===== src/rtl/mdu_hilo.sv =====
// mdu_hilo: multi-cycle multiply/divide unit that owns the HI/LO pair.
//
// Ports:
//   clk, rst       clock; asynchronous active-high reset
//   alucontrol     8-bit operation code (same values the ALU decoder emits)
//   start          request valid for alucontrol/src_a/src_b this cycle
//   src_a, src_b   rs / rt operands
//   flush          synchronous cancel of any in-flight operation
//   busy           operation in flight; starts are ignored while high
//   done           one-cycle pulse when freshly committed HI/LO are visible
//   hi, lo         architectural HI/LO registers
//
// Handshake: a request is taken on a rising edge where start=1, busy=0,
// flush=0 and alucontrol is a recognised code. busy stays high from the
// cycle after that edge until the commit edge; done pulses in the cycle
// after the commit edge with busy already low, so the next request may be
// taken in the done cycle. MTHI/MTLO commit on the accept edge itself.
module mdu_hilo #(
    parameter int DIV_ITERS  = 32,
    parameter int MUL_STAGES = 2
) (
    input  logic        clk,
    input  logic        rst,
    input  logic [7:0]  alucontrol,
    input  logic        start,
    input  logic [31:0] src_a,
    input  logic [31:0] src_b,
    input  logic        flush,
    output logic        busy,
    output logic        done,
    output logic [31:0] hi,
    output logic [31:0] lo
);

    // Operation codes, matching the *_CONTROL values of the ALU decoder.
    localparam logic [7:0] MULT_CONTROL  = 8'h30;
    localparam logic [7:0] MULTU_CONTROL = 8'h31;
    localparam logic [7:0] MADD_CONTROL  = 8'h32;
    localparam logic [7:0] MADDU_CONTROL = 8'h33;
    localparam logic [7:0] MSUB_CONTROL  = 8'h34;
    localparam logic [7:0] MSUBU_CONTROL = 8'h35;
    localparam logic [7:0] DIV_CONTROL   = 8'h36;
    localparam logic [7:0] DIVU_CONTROL  = 8'h37;
    localparam logic [7:0] MTHI_CONTROL  = 8'h38;
    localparam logic [7:0] MTLO_CONTROL  = 8'h39;

    // The accept edge counts as the first multiply stage.
    localparam logic [4:0] MUL_LAST = 5'(MUL_STAGES - 2);
    localparam logic [4:0] DIV_LAST = 5'(DIV_ITERS - 1);

    localparam logic [1:0] ACC_SET = 2'd0;
    localparam logic [1:0] ACC_ADD = 2'd1;
    localparam logic [1:0] ACC_SUB = 2'd2;

    typedef enum logic [1:0] {IDLE, MUL, DIV, FIX} state_t;

    state_t      state;
    logic [4:0]  cnt;
    logic [31:0] opa;       // multiplicand, or dividend / quotient shift register
    logic [31:0] opb;       // multiplier, or divisor magnitude
    logic [31:0] rem;
    logic [31:0] raw_a;     // unmodified dividend for the divide-by-zero result
    logic        mul_signed;
    logic [1:0]  acc_mode;
    logic        qsign;
    logic        rsign;
    logic        div_zero;

    // Request decode
    logic        op_legal;
    logic        op_mul;
    logic        op_div;
    logic        op_signed;
    logic [1:0]  op_acc;
    logic        accept;

    always_comb begin
        op_legal  = 1'b0;
        op_mul    = 1'b0;
        op_div    = 1'b0;
        op_signed = 1'b0;
        op_acc    = ACC_SET;
        case (alucontrol)
            MULT_CONTROL:  begin op_legal = 1'b1; op_mul = 1'b1; op_signed = 1'b1; end
            MULTU_CONTROL: begin op_legal = 1'b1; op_mul = 1'b1; end
            MADD_CONTROL:  begin op_legal = 1'b1; op_mul = 1'b1; op_signed = 1'b1; op_acc = ACC_ADD; end
            MADDU_CONTROL: begin op_legal = 1'b1; op_mul = 1'b1; op_acc = ACC_ADD; end
            MSUB_CONTROL:  begin op_legal = 1'b1; op_mul = 1'b1; op_signed = 1'b1; op_acc = ACC_SUB; end
            MSUBU_CONTROL: begin op_legal = 1'b1; op_mul = 1'b1; op_acc = ACC_SUB; end
            DIV_CONTROL:   begin op_legal = 1'b1; op_div = 1'b1; op_signed = 1'b1; end
            DIVU_CONTROL:  begin op_legal = 1'b1; op_div = 1'b1; end
            MTHI_CONTROL:  op_legal = 1'b1;
            MTLO_CONTROL:  op_legal = 1'b1;
            default:       op_legal = 1'b0;
        endcase
    end

    assign accept = start && !flush && (state == IDLE) && op_legal;
    assign busy   = (state != IDLE);

    // Operand magnitudes for signed division
    logic [31:0] abs_a;
    logic [31:0] abs_b;
    assign abs_a = (op_signed && src_a[31]) ? (32'd0 - src_a) : src_a;
    assign abs_b = (op_signed && src_b[31]) ? (32'd0 - src_b) : src_b;

    // Multiply: extend to 64 bits so one unsigned multiply covers both forms
    // modulo 2^64; accumulation uses HI/LO as they stand at the commit edge.
    logic [63:0] ext_a;
    logic [63:0] ext_b;
    logic [63:0] product;
    logic [63:0] mul_result;
    assign ext_a   = mul_signed ? {{32{opa[31]}}, opa} : {32'd0, opa};
    assign ext_b   = mul_signed ? {{32{opb[31]}}, opb} : {32'd0, opb};
    assign product = ext_a * ext_b;

    always_comb begin
        case (acc_mode)
            ACC_ADD: mul_result = {hi, lo} + product;
            ACC_SUB: mul_result = {hi, lo} - product;
            default: mul_result = product;
        endcase
    end

    // One restoring division step: shift the next dividend bit into the
    // partial remainder and subtract the divisor when it fits. The partial
    // remainder needs 33 bits before the compare; after subtraction it is
    // below the divisor, so 32 bits suffice.
    logic [32:0] rem_t;
    logic        rem_ge;
    logic [31:0] rem_sub;
    assign rem_t   = {rem, opa[31]};
    assign rem_ge  = (rem_t >= {1'b0, opb});
    assign rem_sub = rem_t[31:0] - opb;

    logic [31:0] quo_fix;
    logic [31:0] rem_fix;
    assign quo_fix = qsign ? (32'd0 - opa) : opa;
    assign rem_fix = rsign ? (32'd0 - rem) : rem;

    always_ff @(posedge clk or posedge rst) begin
        if (rst) begin
            state      <= IDLE;
            cnt        <= 5'd0;
            opa        <= 32'd0;
            opb        <= 32'd0;
            rem        <= 32'd0;
            raw_a      <= 32'd0;
            mul_signed <= 1'b0;
            acc_mode   <= ACC_SET;
            qsign      <= 1'b0;
            rsign      <= 1'b0;
            div_zero   <= 1'b0;
            done       <= 1'b0;
            hi         <= 32'd0;
            lo         <= 32'd0;
        end else begin
            done <= 1'b0;
            if (flush) begin
                state <= IDLE;
                cnt   <= 5'd0;
            end else begin
                case (state)
                    IDLE: begin
                        if (accept) begin
                            cnt <= 5'd0;
                            if (alucontrol == MTHI_CONTROL) begin
                                hi   <= src_a;
                                done <= 1'b1;
                            end else if (alucontrol == MTLO_CONTROL) begin
                                lo   <= src_a;
                                done <= 1'b1;
                            end else if (op_mul) begin
                                opa        <= src_a;
                                opb        <= src_b;
                                mul_signed <= op_signed;
                                acc_mode   <= op_acc;
                                state      <= MUL;
                            end else if (op_div) begin
                                opa      <= abs_a;
                                opb      <= abs_b;
                                raw_a    <= src_a;
                                rem      <= 32'd0;
                                qsign    <= op_signed && (src_a[31] ^ src_b[31]);
                                rsign    <= op_signed && src_a[31];
                                div_zero <= (src_b == 32'd0);
                                state    <= DIV;
                            end
                        end
                    end
                    MUL: begin
                        if (cnt == MUL_LAST) begin
                            {hi, lo} <= mul_result;
                            done     <= 1'b1;
                            state    <= IDLE;
                        end else begin
                            cnt <= cnt + 5'd1;
                        end
                    end
                    DIV: begin
                        if (rem_ge) begin
                            rem <= rem_sub;
                            opa <= {opa[30:0], 1'b1};
                        end else begin
                            rem <= rem_t[31:0];
                            opa <= {opa[30:0], 1'b0};
                        end
                        if (cnt == DIV_LAST) begin
                            state <= FIX;
                        end else begin
                            cnt <= cnt + 5'd1;
                        end
                    end
                    FIX: begin
                        if (div_zero) begin
                            lo <= 32'hFFFF_FFFF;
                            hi <= raw_a;
                        end else begin
                            lo <= quo_fix;
                            hi <= rem_fix;
                        end
                        done  <= 1'b1;
                        state <= IDLE;
                    end
                    default: state <= IDLE;
                endcase
            end
        end
    end

endmodule


===== config.mk =====
export PLATFORM = sky130hd
export DESIGN_NAME = mdu_hilo
export DESIGN_NICKNAME = d
export VERILOG_FILES = /design/src/rtl/mdu_hilo.sv
export SDC_FILE = /design/constraint.sdc
export NUM_CORES = 2
export LEC_CHECK = 0
export BUFFER_PORTS_ARGS = -buffer_cell sky130_fd_sc_hd__buf_2
export CORE_UTILIZATION = 35
export CTS_CLUSTER_DIAMETER = 30
export DETAILED_ROUTE_END_ITERATION = 10
export RECOVER_POWER = 25
export SETUP_SLACK_MARGIN = 0.02
export SLEW_MARGIN = 15
export SYNTH_ARGS = -nofsm -noshare
export SYNTH_HDL_FRONTEND = slang
export SYNTH_SLANG_ARGS = --single-unit

===== constraint.sdc =====
create_clock -name clk -period 10.8 [get_ports clk]
set_clock_uncertainty 0.2 [all_clocks]
set_input_delay 1.08 -clock clk [delete_from_list [all_inputs] [get_ports clk]]
set_output_delay 1.08 -clock clk [all_outputs]
set_load 0.02 [all_outputs]

Yosys cells after proc, flatten, opt, wreduce, memory -nomap -nowiden
Index checks and enable logic that the tools add are counted.
{"block": "classes", "magnitude_cmp": 1, "n_mul": 1, "n_addsub": 8, "shifts": 0, "muxes": 59, "div": 0, "n_reduce_logical": 30, "n_eq_ne": 33, "bitwise_logic": 5}
{"operator": "$mux 32", "count": 26}
{"operator": "$pmux 32 s3", "count": 2}
{"operator": "$mux 64", "count": 2}
{"operator": "$pmux 32 s2", "count": 2}
{"operator": "$pmux 64 s2", "count": 1}
{"operator": "$sub 1x32->32 const A", "count": 4}
{"operator": "$eq 8x6->1 const B", "count": 10}
{"operator": "$add 64x64->64", "count": 1}
{"operator": "$mul 64x64->64", "count": 1}
{"operator": "$sub 64x64->64", "count": 1}
{"operator": "$ge 33x32->1", "count": 1}
{"operator": "$logic_not 32->1", "count": 1}
{"operator": "$sub 32x32->32", "count": 1}
{"operator": "$reduce_and 6->1", "count": 5}
{"operator": "$ne 3x3->1 const B", "count": 8}
{"operator": "$mux 5", "count": 4}
{"operator": "$mux 2", "count": 8}
{"operator": "$pmux 5 s3", "count": 1}
{"operator": "$reduce_and 7->1", "count": 2}
{"operator": "$ne 2x2->1 const B", "count": 6}
{"operator": "$mux 1", "count": 10}
{"operator": "$reduce_or 10->1", "count": 1}
{"operator": "$pmux 2 s4", "count": 1}
{"operator": "$eq 2x2->1 const B", "count": 3}
{"operator": "21 further kinds", "count": 35}
{"block": "word_totals", "mem_count": 0, "mem_bits_rw": 0, "mem_bits_ro": 0, "latchBits": 0, "register_bits": 206, "input_bits": 76, "word_cells": 151}

Depth between registers and ports, before layout
{"block": "depth", "depth_word": 11, "mapped_depth": 53, "mapped_depth_nobuf": 49}

Worst setup path after synthesis
No wires, ideal clock.
{"block": "synth_path", "path_kind": "register to register", "startpoint": "reg opa[16]", "endpoint": "reg hi[30]", "arrival_ps": 11473, "slack_ps": -967, "t_required_ps": 10506, "synth_period_minus_slack_ps": 11767, "path_stages_with_launch": 47, "setup_ps": 94, "cell_sequence": "dfrtp_1 -> clkbuf_1 -> buf_1 -> nand2_1 -> fa_1 -> inv_1 -> fa_1 -> inv_1 -> fa_1 -> inv_1 -> fa_1 -> inv_1 -> fa_1 -> fa_1 -> inv_1 -> fa_1 -> inv_1 -> fa_1 -> [11 not listed] -> nand2_1 -> nor4b_1 -> a21oi_1 -> xnor2_1 -> ha_1 -> a21o_1 -> a21oi_1 -> o21ai_0 -> a31oi_1 -> o21ai_0 -> a221o_1 -> a21oi_1 -> o21ai_0 -> a211o_1 -> a221o_1 -> a21oi_1 -> nor4b_1 -> a211oi_1"}
{"block": "synth_between", "elab_chain_cells": 6, "word_cells_on_any_way": 7}
{"element": "from (decl)", "line_no": "59", "rtl": "logic [31:0] opa;"}
{"element": "from (signal assigned)", "line_no": "174", "rtl": "opa <= src_a;"}
{"element": "from (signal assigned)", "line_no": "180", "rtl": "opa <= abs_a;"}
{"element": "from (signal assigned)", "line_no": "203", "rtl": "opa <= {opa[30:0], 1'b1};"}
{"element": "$mux 64 (*)", "line_no": "113", "rtl": "assign ext_a = mul_signed ? {{32{opa[31]}}, opa} : {32'd0, opa};"}
{"element": "$mul 64x64->64 (*)", "line_no": "115", "rtl": "assign product = ext_a * ext_b;"}
{"element": "$sub 64x64->64 or $add 64x64->64 (tied branches)", "line_no": "120, 119"}
{"element": "$pmux 64 s2 (*)", "line_no": "118", "rtl": "case (acc_mode)"}
{"element": "$mux 32 (*)", "line_no": "192", "rtl": "if (cnt == MUL_LAST) begin"}
{"element": "$pmux 32 s3 (*)", "line_no": "163", "rtl": "case (state)"}
{"element": "to (signal assigned)", "line_no": "168", "rtl": "hi <= src_a;"}
{"element": "to (signal assigned)", "line_no": "193", "rtl": "{hi, lo} <= mul_result;"}
{"element": "to (signal assigned)", "line_no": "217", "rtl": "hi <= raw_a;"}
{"element": "to (decl)", "line_no": "31", "rtl": "output logic [31:0] hi,"}
Every way passes the cells marked *; elsewhere a longest branch is shown, timed or not. The select of a mux whose other input is x is not followed.
A chain may end at the register's enable or synchronous reset.

Worst setup path after layout
{"block": "layout_path", "startpoint": "reg opb[4]", "endpoint": "reg hi[27]"}
{"block": "layout_between", "elab_chain_cells": 6, "word_cells_on_any_way": 7}
{"element": "from (decl)", "line_no": "60", "rtl": "logic [31:0] opb;"}
{"element": "from (signal assigned)", "line_no": "175", "rtl": "opb <= src_b;"}
{"element": "from (signal assigned)", "line_no": "181", "rtl": "opb <= abs_b;"}
{"element": "$mux 64 (*)", "line_no": "114", "rtl": "assign ext_b = mul_signed ? {{32{opb[31]}}, opb} : {32'd0, opb};"}
{"element": "$mul 64x64->64 (*)", "line_no": "115"}
{"element": "$sub 64x64->64 or $add 64x64->64 (tied branches)", "line_no": "120, 119"}
{"element": "$pmux 64 s2 (*)", "line_no": "118"}
{"element": "$mux 32 (*)", "line_no": "192"}
{"element": "$pmux 32 s3 (*)", "line_no": "163"}
Marked as above.

==> run summary <==
Reg clk slew, reported paths: 50 ps
Port bufs: 141
Area leader, netlist: fa_1
Mapped Cells: 7874
Count of cell types in the netlist: 97
Top cells by area, synth: fa_1, inv_1, dfrtp_1, ha_1, nand2_1
Fin nets: 10.9k
Final instance area: 86900 µm²
Worst endpoint required time: 11130 ps
Status: finished with violations
H-tree Lvls: 3
Initial Util: 35.2%
Worst Hold Path Cells: 2
Hold_buf cts: 0
Fmax: 0.0849 GHz
Routed wire length: 252 mm
Drc violations: 0
Final Max Slew Viols: 147
CP startpoint kind: register
Area post-placement: 80400 µm²
Die Y: 442 µm
Synthesized Nets: 9793
Most common cell after layout, fill and taps aside: inv_1
Worst setup margin: -982 ps
RSZ-0062 raised after global routing: true
Routed len/inst: 21.7 µm
CP Depth: 49
Crit path max-delay family: adder cells
Vias in the first global route: 62.5k
Drt initial violations: 5091
FP Rows: 161
Slew HR: -240%
GPL Wtd Cong: 0.965
Worst Hold Margin: 275 ps
GRT Util Overall: 25.6%
Syn avg cell area: 8.62 µm²
Mapped cell area: 67900 µm²
Top Ports: 142
Fin util: 45.1%
Clock Latency Late Sink: 700 ps
Most common flop cell mapped by yosys: dfrtp_1
Grt total ovfl: 0
Count of final setup violators: 31
Hold crit path type: reg2reg
Via count: 59.4k
EDFF count, synth: 0
Asr flop ratio synth: 100%
Global-route wire length before repair: 382 mm
Die area: 196000 µm²
Slowest CP cell: fa_2
FF-to-FF path depth: 49
Worst Path Buf+Inv: 14
Via density: 5.12
Antenna-violating nets left: 0
Drt first pass iters: 6
Dpl hpwl: 215 mm
Fillers: 18.6k
Ratio of final minimum period to clock period: 109%
Inserted Clock Buffers: 86
CORE AREA: 193000 µm²
Failing checks: capacitance limit, slew limit, setup timing
Max-cap violations: 2
Final Hold Fails: 0
Crit path arrival time: 12120 ps
Largest net degree at the start of global routing: 98
Clk buf depth: 3
Most used cell, CP: fa_1
Sequential area share after synthesis: 7.59%
CP endpoint kind: register
Most frequent cells in the layout: inv_1, fa_1, buf_4
Slowest stage delay, CP: 640 ps
Setup TNS: -17680 ps
CTS tree: done
Layout cells sized above 1: 23.0%
Register bit count reported by yosys: 206
CP Max Fanout: 7
Worst-margin pin slew: 5100 ps
Clock sink count: 206
Synth top area share: 42.3%
CTS Root Cell: clkbuf_16
Crit Path Class: reg2reg
Synth warn: 0
Die width: 442 µm
Min Clock Period, post-route: 11780 ps
Synthesis-to-finish area growth: 28.0%
Antenna violations before repair: 7
## cells by family after synthesis
logic type	after synthesis	synth area share (%)
mux	21	0.319
fa+ha+maj	1843	49.8
xor+xnor	345	4.47
compound gates	1128	10.5
simple gates	2304	16.0
buf+inv	2027	11.3
flops	206	7.59
## per-layer routing
metal,routed length [µm],global-route usage [%]
met1,110000,35.7
met2,113000,40.7
met3,18200,3.59
met4,10300,8.68
met5,11,0
## stage by stage
step | std cells | setup WS, ps
floorplan | 7874 | -377
global placement | 11300 | -1080
detailed placement | 11300 | -1230
CTS | 11500 | -873
global route | 11600 | -1230
finish | 11600 | -982
## cells in the mapped netlist (34+ instances only)
library cell / n
inv_1: 1610
fa_1: 1435
nand2_1: 1040
and2_1: 486
ha_1: 408
nor2_1: 380
clkbuf_1: 351
o21ai_0: 328
a21oi_1: 300
xnor2_1: 218
dfrtp_1: 206
xor2_1: 126
a21o_1: 85
nor3_1: 67
nand3_1: 63
a41oi_1: 44
a31oi_1: 42
buf_1: 41
or3_1: 38
and3_1: 37
o31ai_1: 37
nand4_1: 35
o211ai_1: 34
## state kept, by name (all words and copies together) (netlist names)
name	count
acc_mode	2
cnt	5
div_zero	1
done	1
hi	32
lo	32
mul_signed	1
opa	32
opb	32
qsign	1
raw_a	32
rem	32
rsign	1
state	2
## final cells by class
cell class              count  area, µm²  share of cell area [%]
multi-input cells        5641      57400                    66.1
repair buffers           1457      11900                    13.6
inverters                1612       6070                    6.99
flip-flops and latches    206       5180                    5.96
well taps                2526       3160                    3.64
clock buffers             114       2410                    2.77
clock inverters            46        777                   0.894
diodes                      2       5.00                 0.00576
## worst reg2reg max path: cells and delay by family (launching register included)
kind                       cells  cell delay, ps
AOI/OAI and AO/OA             12            1950
and+or+nand+nor                9            1450
buffers and inverters         14            1490
DFF                            1             460
xor gates and xnor gates       2             350
adders and majority gates     12            5700
## final timing paths
kind / from / end / slack (ps)
worst max-delay path: opb[4] / hi[27] / -980
worst min register to register: raw_a[2] / raw_a[2] / 280
worst max register to register: opb[4] / hi[27] / -980
min in group asynchronous: rst / cnt[1] / 1690
worst min-delay path: raw_a[2] / raw_a[2] / 280
max in group asynchronous: rst / opa[19] / 3400
## repair_timing
| action | CTS | global route |
|---|---|---|
| cloned | 2 | 2 |
| setup buffers | 64 | 63 |
| pin swaps | 142 | 211 |
| gates resized for setup | 242 | 275 |
| setup endpoints to repair | 38 | 44 |
Power is not shown: default switching activity piles up to over one toggle a cycle in this logic, so the estimate is an artifact.
